==> src/rtl/multi_ch_readout_if.sv <==
// Bus between the readout sequencer, the per-channel sample buffers and the event FIFO.
// The sequencer takes the master side; the buffers/FIFO environment takes the slave side.
interface multi_ch_readout_if #(
    parameter int NCH     = 4,
    parameter int CH_BITS = 2,
    parameter int DW      = 16
);
    logic [NCH-1:0]     DAVAIL;
    logic               FIFO_FULL;
    logic [DW-1:0]      CH_DATA;
    logic [CH_BITS-1:0] CHSEL;
    logic               CH_RD;
    logic               WR_EN;
    logic [DW-1:0]      WR_DATA;
    logic               BUSY;

    modport master (
        input  DAVAIL, FIFO_FULL, CH_DATA,
        output CHSEL, CH_RD, WR_EN, WR_DATA, BUSY
    );

    modport slave (
        output DAVAIL, FIFO_FULL, CH_DATA,
        input  CHSEL, CH_RD, WR_EN, WR_DATA, BUSY
    );
endinterface

==> src/rtl/multi_ch_readout.sv <==
// Multi-channel event readout sequencer: snapshots DAVAIL and writes one framed event
// (header, per-channel header + NSAMP samples, trailer) into the event FIFO.
module multi_ch_readout #(
    parameter int       NCH     = 4,
    parameter int       CH_BITS = 2,
    parameter int       NSAMP   = 16,
    parameter int       DW      = 16,
    parameter bit [3:0] HDR_TAG = 4'hA,
    parameter bit [3:0] CH_TAG  = 4'hC,
    parameter bit [3:0] TRL_TAG = 4'hE
) (
    input  logic                 CLK,
    input  logic                 RST,
    multi_ch_readout_if.master   bus
);

    localparam int SW = $clog2(NSAMP + 1);

    typedef enum logic [2:0] {
        IDLE,
        WRITE_HEADER,
        CH_SELECT,
        READOUT,
        WRITE_TRAILER
    } state_t;

    state_t         state;
    logic [NCH-1:0] mask;
    logic [NCH-1:0] mask_left;
    logic [15:0]    evt_cnt;
    logic [15:0]    wcnt;
    logic [SW-1:0]  scnt;
    logic           adv;
    logic           last_samp;

    function automatic logic [CH_BITS-1:0] lowest_set(input logic [NCH-1:0] m);
        lowest_set = '0;
        for (int i = NCH - 1; i >= 0; i--) begin
            if (m[i]) lowest_set = CH_BITS'(i);
        end
    endfunction

    function automatic logic [DW-1:0] hdr_word(input logic [NCH-1:0] m, input logic [7:0] evt);
        return {HDR_TAG, (DW-4)'({m, evt})};
    endfunction

    function automatic logic [DW-1:0] ch_word(input logic [CH_BITS-1:0] idx);
        return {CH_TAG, (DW-4)'(idx)};
    endfunction

    function automatic logic [DW-1:0] trl_word(input logic [11:0] cnt);
        return {TRL_TAG, (DW-4)'(cnt)};
    endfunction

    assign adv       = !bus.FIFO_FULL;
    assign last_samp = (scnt == SW'(NSAMP - 1));
    // Channels still pending once the currently selected one is finished.
    assign mask_left = mask & ~(NCH'(1) << bus.CHSEL);

    // Sample pop is combinational so the buffer output is consumed in the same cycle it is issued.
    assign bus.CH_RD = (state == READOUT) && adv && !RST;

    always_ff @(posedge CLK) begin
        if (RST) begin
            state       <= IDLE;
            bus.CHSEL   <= '0;
            bus.WR_EN   <= 1'b0;
            bus.WR_DATA <= '0;
            bus.BUSY    <= 1'b0;
            evt_cnt     <= '0;
            wcnt        <= '0;
            mask        <= '0;
            scnt        <= '0;
        end else begin
            bus.WR_EN <= 1'b0;
            case (state)
                IDLE: begin
                    // BUSY stays high through the cycle the trailer lands, and across back-to-back events.
                    bus.BUSY <= |bus.DAVAIL;
                    if (|bus.DAVAIL) begin
                        mask  <= bus.DAVAIL;
                        wcnt  <= '0;
                        state <= WRITE_HEADER;
                    end
                end
                WRITE_HEADER: begin
                    if (adv) begin
                        bus.WR_EN   <= 1'b1;
                        bus.WR_DATA <= hdr_word(mask, evt_cnt[7:0]);
                        wcnt        <= wcnt + 16'd1;
                        state       <= CH_SELECT;
                    end
                end
                CH_SELECT: begin
                    if (adv) begin
                        bus.CHSEL   <= lowest_set(mask);
                        bus.WR_EN   <= 1'b1;
                        bus.WR_DATA <= ch_word(lowest_set(mask));
                        wcnt        <= wcnt + 16'd1;
                        scnt        <= '0;
                        state       <= READOUT;
                    end
                end
                READOUT: begin
                    if (adv) begin
                        bus.WR_EN   <= 1'b1;
                        bus.WR_DATA <= bus.CH_DATA;
                        wcnt        <= wcnt + 16'd1;
                        scnt        <= scnt + SW'(1);
                        if (last_samp) begin
                            mask  <= mask_left;
                            state <= (|mask_left) ? CH_SELECT : WRITE_TRAILER;
                        end
                    end
                end
                WRITE_TRAILER: begin
                    if (adv) begin
                        bus.WR_EN   <= 1'b1;
                        bus.WR_DATA <= trl_word(wcnt[11:0]);
                        evt_cnt     <= evt_cnt + 16'd1;
                        state       <= IDLE;
                    end
                end
                default: state <= IDLE;
            endcase
        end
    end

endmodule

==> src/flat_wrapper.sv <==
// flat-port wrapper written by rule: the top's interface ports become plain ports
module multi_ch_readout_flat 
#(
    parameter int       NCH     = 4,
    parameter int       CH_BITS = 2,
    parameter int       NSAMP   = 16,
    parameter int       DW      = 16,
    parameter bit [3:0] HDR_TAG = 4'hA,
    parameter bit [3:0] CH_TAG  = 4'hC,
    parameter bit [3:0] TRL_TAG = 4'hE
)
  (CLK, RST, bus_DAVAIL, bus_FIFO_FULL, bus_CH_DATA, bus_CHSEL, bus_CH_RD, bus_WR_EN, bus_WR_DATA, bus_BUSY);
  multi_ch_readout_if #(.NCH(NCH), .CH_BITS(CH_BITS), .DW(DW)) bus_i ();
  input  logic CLK;
  input  logic RST;
  input wire logic [$bits(bus_i.DAVAIL)-1:0] bus_DAVAIL;
  input wire logic [$bits(bus_i.FIFO_FULL)-1:0] bus_FIFO_FULL;
  input wire logic [$bits(bus_i.CH_DATA)-1:0] bus_CH_DATA;
  output wire logic [$bits(bus_i.CHSEL)-1:0] bus_CHSEL;
  output wire logic [$bits(bus_i.CH_RD)-1:0] bus_CH_RD;
  output wire logic [$bits(bus_i.WR_EN)-1:0] bus_WR_EN;
  output wire logic [$bits(bus_i.WR_DATA)-1:0] bus_WR_DATA;
  output wire logic [$bits(bus_i.BUSY)-1:0] bus_BUSY;
  assign bus_i.DAVAIL = bus_DAVAIL;
  assign bus_i.FIFO_FULL = bus_FIFO_FULL;
  assign bus_i.CH_DATA = bus_CH_DATA;
  assign bus_CHSEL = bus_i.CHSEL;
  assign bus_CH_RD = bus_i.CH_RD;
  assign bus_WR_EN = bus_i.WR_EN;
  assign bus_WR_DATA = bus_i.WR_DATA;
  assign bus_BUSY = bus_i.BUSY;
  multi_ch_readout #(.NCH(NCH), .CH_BITS(CH_BITS), .NSAMP(NSAMP), .DW(DW), .HDR_TAG(HDR_TAG), .CH_TAG(CH_TAG), .TRL_TAG(TRL_TAG)) u_core (.CLK(CLK), .RST(RST), .bus(bus_i));
endmodule
==> config.mk <==
export PLATFORM = sky130hd
export DESIGN_NAME = multi_ch_readout_flat
export DESIGN_NICKNAME = d
export VERILOG_FILES = /design/src/rtl/multi_ch_readout_if.sv /design/src/rtl/multi_ch_readout.sv /design/src/flat_wrapper.sv
export SDC_FILE = /design/constraint.sdc
export NUM_CORES = 1
export LEC_CHECK = 0
export CORE_AREA = 4 4 83 85
export CTS_BUF_LIST = sky130_fd_sc_hd__clkbuf_4
export DETAILED_ROUTE_END_ITERATION = 6
export DIE_AREA = 0 0 87 89
export PLACE_DENSITY = 0.65
export SETUP_SLACK_MARGIN = 0.2
export SLEW_MARGIN = 20
export SYNTH_ARGS = -nofsm -noshare
export SYNTH_HDL_FRONTEND = slang
export SYNTH_SLANG_ARGS = --single-unit
==> constraint.sdc <==
create_clock -name CLK -period 1.94 [get_ports CLK]
set_clock_uncertainty 0.1 [all_clocks]
set_input_delay 0.194 -clock CLK [delete_from_list [all_inputs] [get_ports CLK]]
set_output_delay 0.194 -clock CLK [all_outputs]
set_load 0.02 [all_outputs]
## Yosys cells after proc, flatten, opt, wreduce, memory -nomap -nowiden

Index checks and enable logic that the tools add are counted.

- Register bits after elaboration: 64
- Input port bits: 23
- Output and inout port bits: 21
- Word-level logic and storage cells: 78

- Add/sub/neg operators: 3
- Equal/unequal tests: 12
- Shift operators: 1
- Muxes and demuxes: 28
- Bitwise gates (word level): 4
- Reduce and logical (&&, ||, !) cells: 21

Operators with widths:

| operator | count |
|---|---|
| 2-to-1 mux 16 bit | 6 |
| one-hot mux 16 bit (4 select lines) | 1 |
| adder 16 x 1 -> 16 bit (second input constant) | 2 |
| one-hot mux 16 bit (2 select lines) | 1 |
| 2-to-1 mux 3 bit | 7 |
| one-hot mux 3 bit (5 select lines) | 1 |
| 2-to-1 mux 4 bit | 3 |
| OR reduction 4 bit | 3 |
| 2-to-1 mux 5 bit | 2 |
| inequality test 2 bit (second input constant) | 5 |
| one-hot mux 5 bit (2 select lines) | 1 |
| 2-to-1 mux 2 bit | 4 |
| one-hot mux 4 bit (2 select lines) | 1 |
| equality test 3 x 2 -> 1 bit (second input constant) | 2 |
| AND reduction 3 bit | 2 |
| AND reduction 6 bit | 1 |
| nonzero test 2 bit | 3 |
| adder 5 x 1 -> 5 bit (second input constant) | 1 |
| equality test 5 x 4 -> 1 bit (second input constant) | 1 |
| AND reduction 5 bit | 1 |
| AND 4 bit | 1 |
| inequality test 2 x 1 -> 1 bit (second input constant) | 2 |
| NOT 4 bit | 1 |
| AND reduction 2 bit | 2 |
| 12 further kinds | 15 |

## Depth between registers and ports, before layout

- Word-level depth: 8
- Mapped depth: 7
- Mapped depth without buffers: 7

## Worst setup path after synthesis

No wires, ideal clock.

- Path type: register -> register
- Start: reg u_core.state[1]
- End: reg u_core.wcnt[11]
- Setup time: 0.121 ns
- Arrival: 1.501 ns
- Required time: 1.719 ns
- Slack: 0.217 ns
- Stages on the path, launching flop included: 7
- Buffers on the path: 1
- Clock period less this slack: 1.723 ns
- Cell sequence: dfxtp_1 > buf_6 > o21ai_1 > a21boi_2 > and3_1 > nand3_1 > mux2_4

- Cells in the longest elaborated chain, start to end: 4
- Elaborated cells on any way between the ends: 10
- Classes of those cells: eq/ne (5); mux (1); reduce/logical (4)

RTL lines:

| element | line | RTL |
|---|---|---|
| start: declaration | multi_ch_readout.sv:27 | `state_t state;` |
| start signal: assignment | multi_ch_readout.sv:112 | `state <= (\|mask_left) ? CH_SELECT : WRITE_TRAILER;` |
| equality test 3 x 1 -> 1 bit / equality test 3 x 2 -> 1 bit (equally long branches) | multi_ch_readout.sv:76 | `case (state)` |
| OR reduction 3 bit (no source line) | - |  |
| inequality test 2 bit (no source line) / nonzero test 2 bit (equally long branches) | - |  |
| AND reduction 3 bit (no source line) | - |  |
| end signal: assignment | multi_ch_readout.sv:90 | `wcnt <= wcnt + 16'd1;` |
| end signal: assignment | multi_ch_readout.sv:99 | `wcnt <= wcnt + 16'd1;` |
| end signal: assignment | multi_ch_readout.sv:108 | `wcnt <= wcnt + 16'd1;` |
| end: declaration | multi_ch_readout.sv:31 | `logic [15:0] wcnt;` |

Parallel ways exist; a longest one is shown, timed or not.
A chain may end at the register's enable or synchronous reset.

## Final worst setup path

- Start: reg u_core.state[1]
- End: reg u_core.evt_cnt[4]

- Cells in the longest elaborated chain, start to end: 2

RTL lines:

| element | line | RTL |
|---|---|---|
| equality test 3 bit | multi_ch_readout.sv:76 |  |
| AND reduction 2 bit (no source line) | - |  |
| end signal: assignment | multi_ch_readout.sv:120 | `evt_cnt <= evt_cnt + 16'd1;` |
| end: declaration | multi_ch_readout.sv:30 | `logic [15:0] evt_cnt;` |

Every way passes these cells.

==> key figures <==
Floorplanning
  • Initial core utilization: 0.432
  • Die ar.: 7740 um^2
  • I/O pins: 44
  • Row count: 29
  • Chip Width: 87 um
  • Die Y: 89 um
  • Core area: 6200 um^2

Place
  • Dpl hpwl: 5.22 mm
  • Final GP Congestion: 0.832
  • Port bufs: between 40 and 50

Global routing
  • GRT Total Usage: 0.183
  • First-pass GRT wire length: ~11 mm
  • Vias in the first global route: 2433
  • Initial antenna violation count: 0
  • Largest net degree at the start of global routing: 37
  • Congestion Overflow GR: 0

Final layout
  • Reg area: 1050 um^2
  • Area grow syn2layout: 32.5%
  • Area of the multi-input gates: between 1500 and 2000 um^2
  • Fillers: approximately 560
  • Commonest non-fill, non-tap cell in the layout: nor2_1
  • # nets final: 421
  • Ant diodes: 0
  • Commonest cells after routing, fill and taps aside: 61 x nor2_1, 46 x dfxtp_1, 40 x clkdlybuf4s50_1, 35 x a21oi_1, 35 x buf_4
  • Share of layout cells above drive strength 1: 0.176

Clocking
  • Num CTS Buffers: 5
  • CTS Hold Bufs: 0
  • Sink Count: 52
  • Clk_lat worst skew: 0.37 ns
  • CTS root buffer: clkbuf_4
  • CTS H-tree lvls: 2
  • TritonCTS clock tree: yes
  • CTS clk-pin slew, worst paths: 0.15 ns
  • Max clock buf depth: 2

Critical path
  • Setup crit end: u_core.evt_cnt[4]
  • Reg2reg end: u_core.evt_cnt[4]
  • CP startpoint kind: flip-flop
  • R2R Path Start: u_core.state[1]
  • CP endpoint kind: flip-flop
  • Worst Path Required: 2.11 ns
  • Crit. Startpoint: u_core.state[1]
  • WS Path Type: reg -> reg
  • R2R setup slack: 0.22 ns
  • Arr. time, crit path: 1.89 ns
  • Crit-path max FO: 15
  • R2R depth: 7

Detailed routing
  • Routed len/inst: 14.9 um
  • Final WL: about 7 mm
  • DR vias: approximately 2500
  • DRC: 0
  • Antenna Nets Post-Route: 0
  • First DRT Iteration DRCs: 123
  • First-pass iteration count of the detailed router: 4
  • Vias per inst: roughly 5.4

STA
  • Max Clk Rate: roughly 580 MHz
  • Hold WS: 0.276 ns
  • Max-Slew Margin vs Limit: 0.722
  • Period utilization: 0.884
  • RSZ-0062 raised after global routing: true
  • Final Setup Violations: 0
  • Hold Fails Final Rpt: 0
  • Worst slew pin tran: 0.416 ns
  • Slew Limit Fails: 0
  • Final Critical Period: ~1.7 ns

Power
  • Peak VDD IR: 0.486 mV
  • Total power: 2.86 mW
  • P per Cell Area: 805 nW/um^2
  • Leak Pwr: 1.35 nW

Synthesis
  • EDFF count, synth: 0
  • Mean post-synth cell area: 8.22 um^2
  • Commonest register cell after synthesis: dfxtp_1
  • Cell area after synthesis: about 2700 um^2
  • Share of the synthesized area in the top cell type: 0.388
  • Cells after Synth: 326
  • Yosys reg bits: 52
  • Asr flop ratio synth: 0
  • Library cells used by synthesis: 52
  • Syn Nets: 353
  • Ys Warns: 0
  • Post-synth top area cell: dfxtp_1
  • Synth top area cells: dfxtp_1 39%, nor2_1 8.5%, a21oi_1 6.7%
  • Register area share after synthesis: 0.388

Hold path
  • Worst hold stages: 3
  • Hold WC Path Type: in -> reg

Flow run
  • MaxCap Viol Count: 0

Run status
  • Status: complete, no violations
logic make-up after synthesis:
group                      Yosys count  synth area share
buffers and inverters               29            0.0471
DFF                                 52             0.388
muxes                               12            0.0467
AOI/OAI and AO/OA                   82             0.197
adders and majority gates            4            0.0187
xor gates and xnor gates            15            0.0490
and+or+nand+nor                    132             0.253
per-layer routing:
layer | wire length (um) | GRT usage | part of all wire
met1 | 3340 | 0.243 | 0.48
met2 | 3310 | 0.306 | 0.47
met3 | 279 | 0.0323 | 0.040
met4 | 77 | 0.0467 | 0.011
met5 | 0 | 0 | 0
power by group:
part | switching [mW] | total [mW] | leakage [nW] | internal, mW
combinational | 0.538 | 1.03 | 0.884 | 0.489
sequential | 0.0796 | 1.23 | 0.425 | 1.15
clock | 0.345 | 0.604 | 0.0371 | 0.259
synthesized netlist by cell type, types with 2 or more instances:
library cell	n
a311oi_1	3
nand3_1	7
a211oi_1	4
mux2i_1	11
buf_2	5
nand4_1	5
nand2_1	16
nor3b_1	2
dfxtp_1	52
o22ai_1	3
o21ai_1	2
and3_1	5
and2_1	4
or3_1	4
xor2_1	12
clkbuf_1	10
nor4_1	4
o21ai_0	9
ha_1	4
a31oi_1	2
a2111oi_0	2
o21bai_1	2
a2bb2oi_1	10
buf_1	2
a21oi_1	36
nor3_1	5
nor2_1	61
nor2b_1	5
inv_1	10
nand2b_1	4
o211ai_1	2
xnor2_1	3
area by class of cell:
| cell class | count | share of cell area |
|---|---|---|
| sequential | 52 | 0.296 |
| clock buffer | 5 | 0.0106 |
| tap | 77 | 0.0271 |
| multi-input combinational | 245 | 0.443 |
| clock inverter | 1 | 0.00845 |
| timing repair buffer | 80 | 0.204 |
| inverter | 10 | 0.0106 |
worst min path at each step:
stage                                  end              startpoint  slack [ns]
floorplan                   u_core.mask[1]           bus_DAVAIL[1]        0.23
global placement    u_core.bus.WR_DATA[12]  u_core.bus.WR_DATA[12]        0.34
detailed placement  u_core.bus.WR_DATA[12]  u_core.bus.WR_DATA[12]        0.35
CTS                 u_core.bus.WR_DATA[12]         bus_CH_DATA[12]        0.27
global route        u_core.bus.WR_DATA[12]         bus_CH_DATA[12]        0.31
finish              u_core.bus.WR_DATA[12]         bus_CH_DATA[12]        0.28
registers in the layout (all words and copies together), names as in the netlist:
signal and flops:
u_core.bus.WR_DATA 16, u_core.scnt 5, u_core.state 3, u_core.mask 4, u_core.bus.WR_EN 1, u_core.wcnt 12
u_core.evt_cnt 8, u_core.bus.CHSEL 2, u_core.bus.BUSY 1
critical path: stages (launching register included):
cell and delay, ns:
dfxtp_4 0.39, buf_12 0.15, nor4b_4 0.37, buf_4 0.17, buf_4 0.12, nand4_1 0.11, xor2_1 0.16, nor2_1 0.05
per-stage QoR:
stage / area [um^2] / TNS (ns) / cells / worst slack, ns / utilization
final: 3550 / 0 / 470 / 0.224 / 0.573
after global routing: 3550 / 0 / 470 / 0.133 / 0.573
after CTS: 3480 / 0 / 467 / 0.167 / 0.562
after detailed placement: 3390 / -0.570 / 460 / -0.147 / 0.547
after global placement: 3390 / -0.313 / 460 / -0.113 / 0.547
after floorplan: 2680 / 0 / 326 / 0.217 / -
repair_timing:
item,in CTS,in global routing
pin swaps,3,8
gates resized for setup,14,14
setup endpoints to repair,23,20
buffers inserted,1,3
Power figures use the tool's default switching activity.
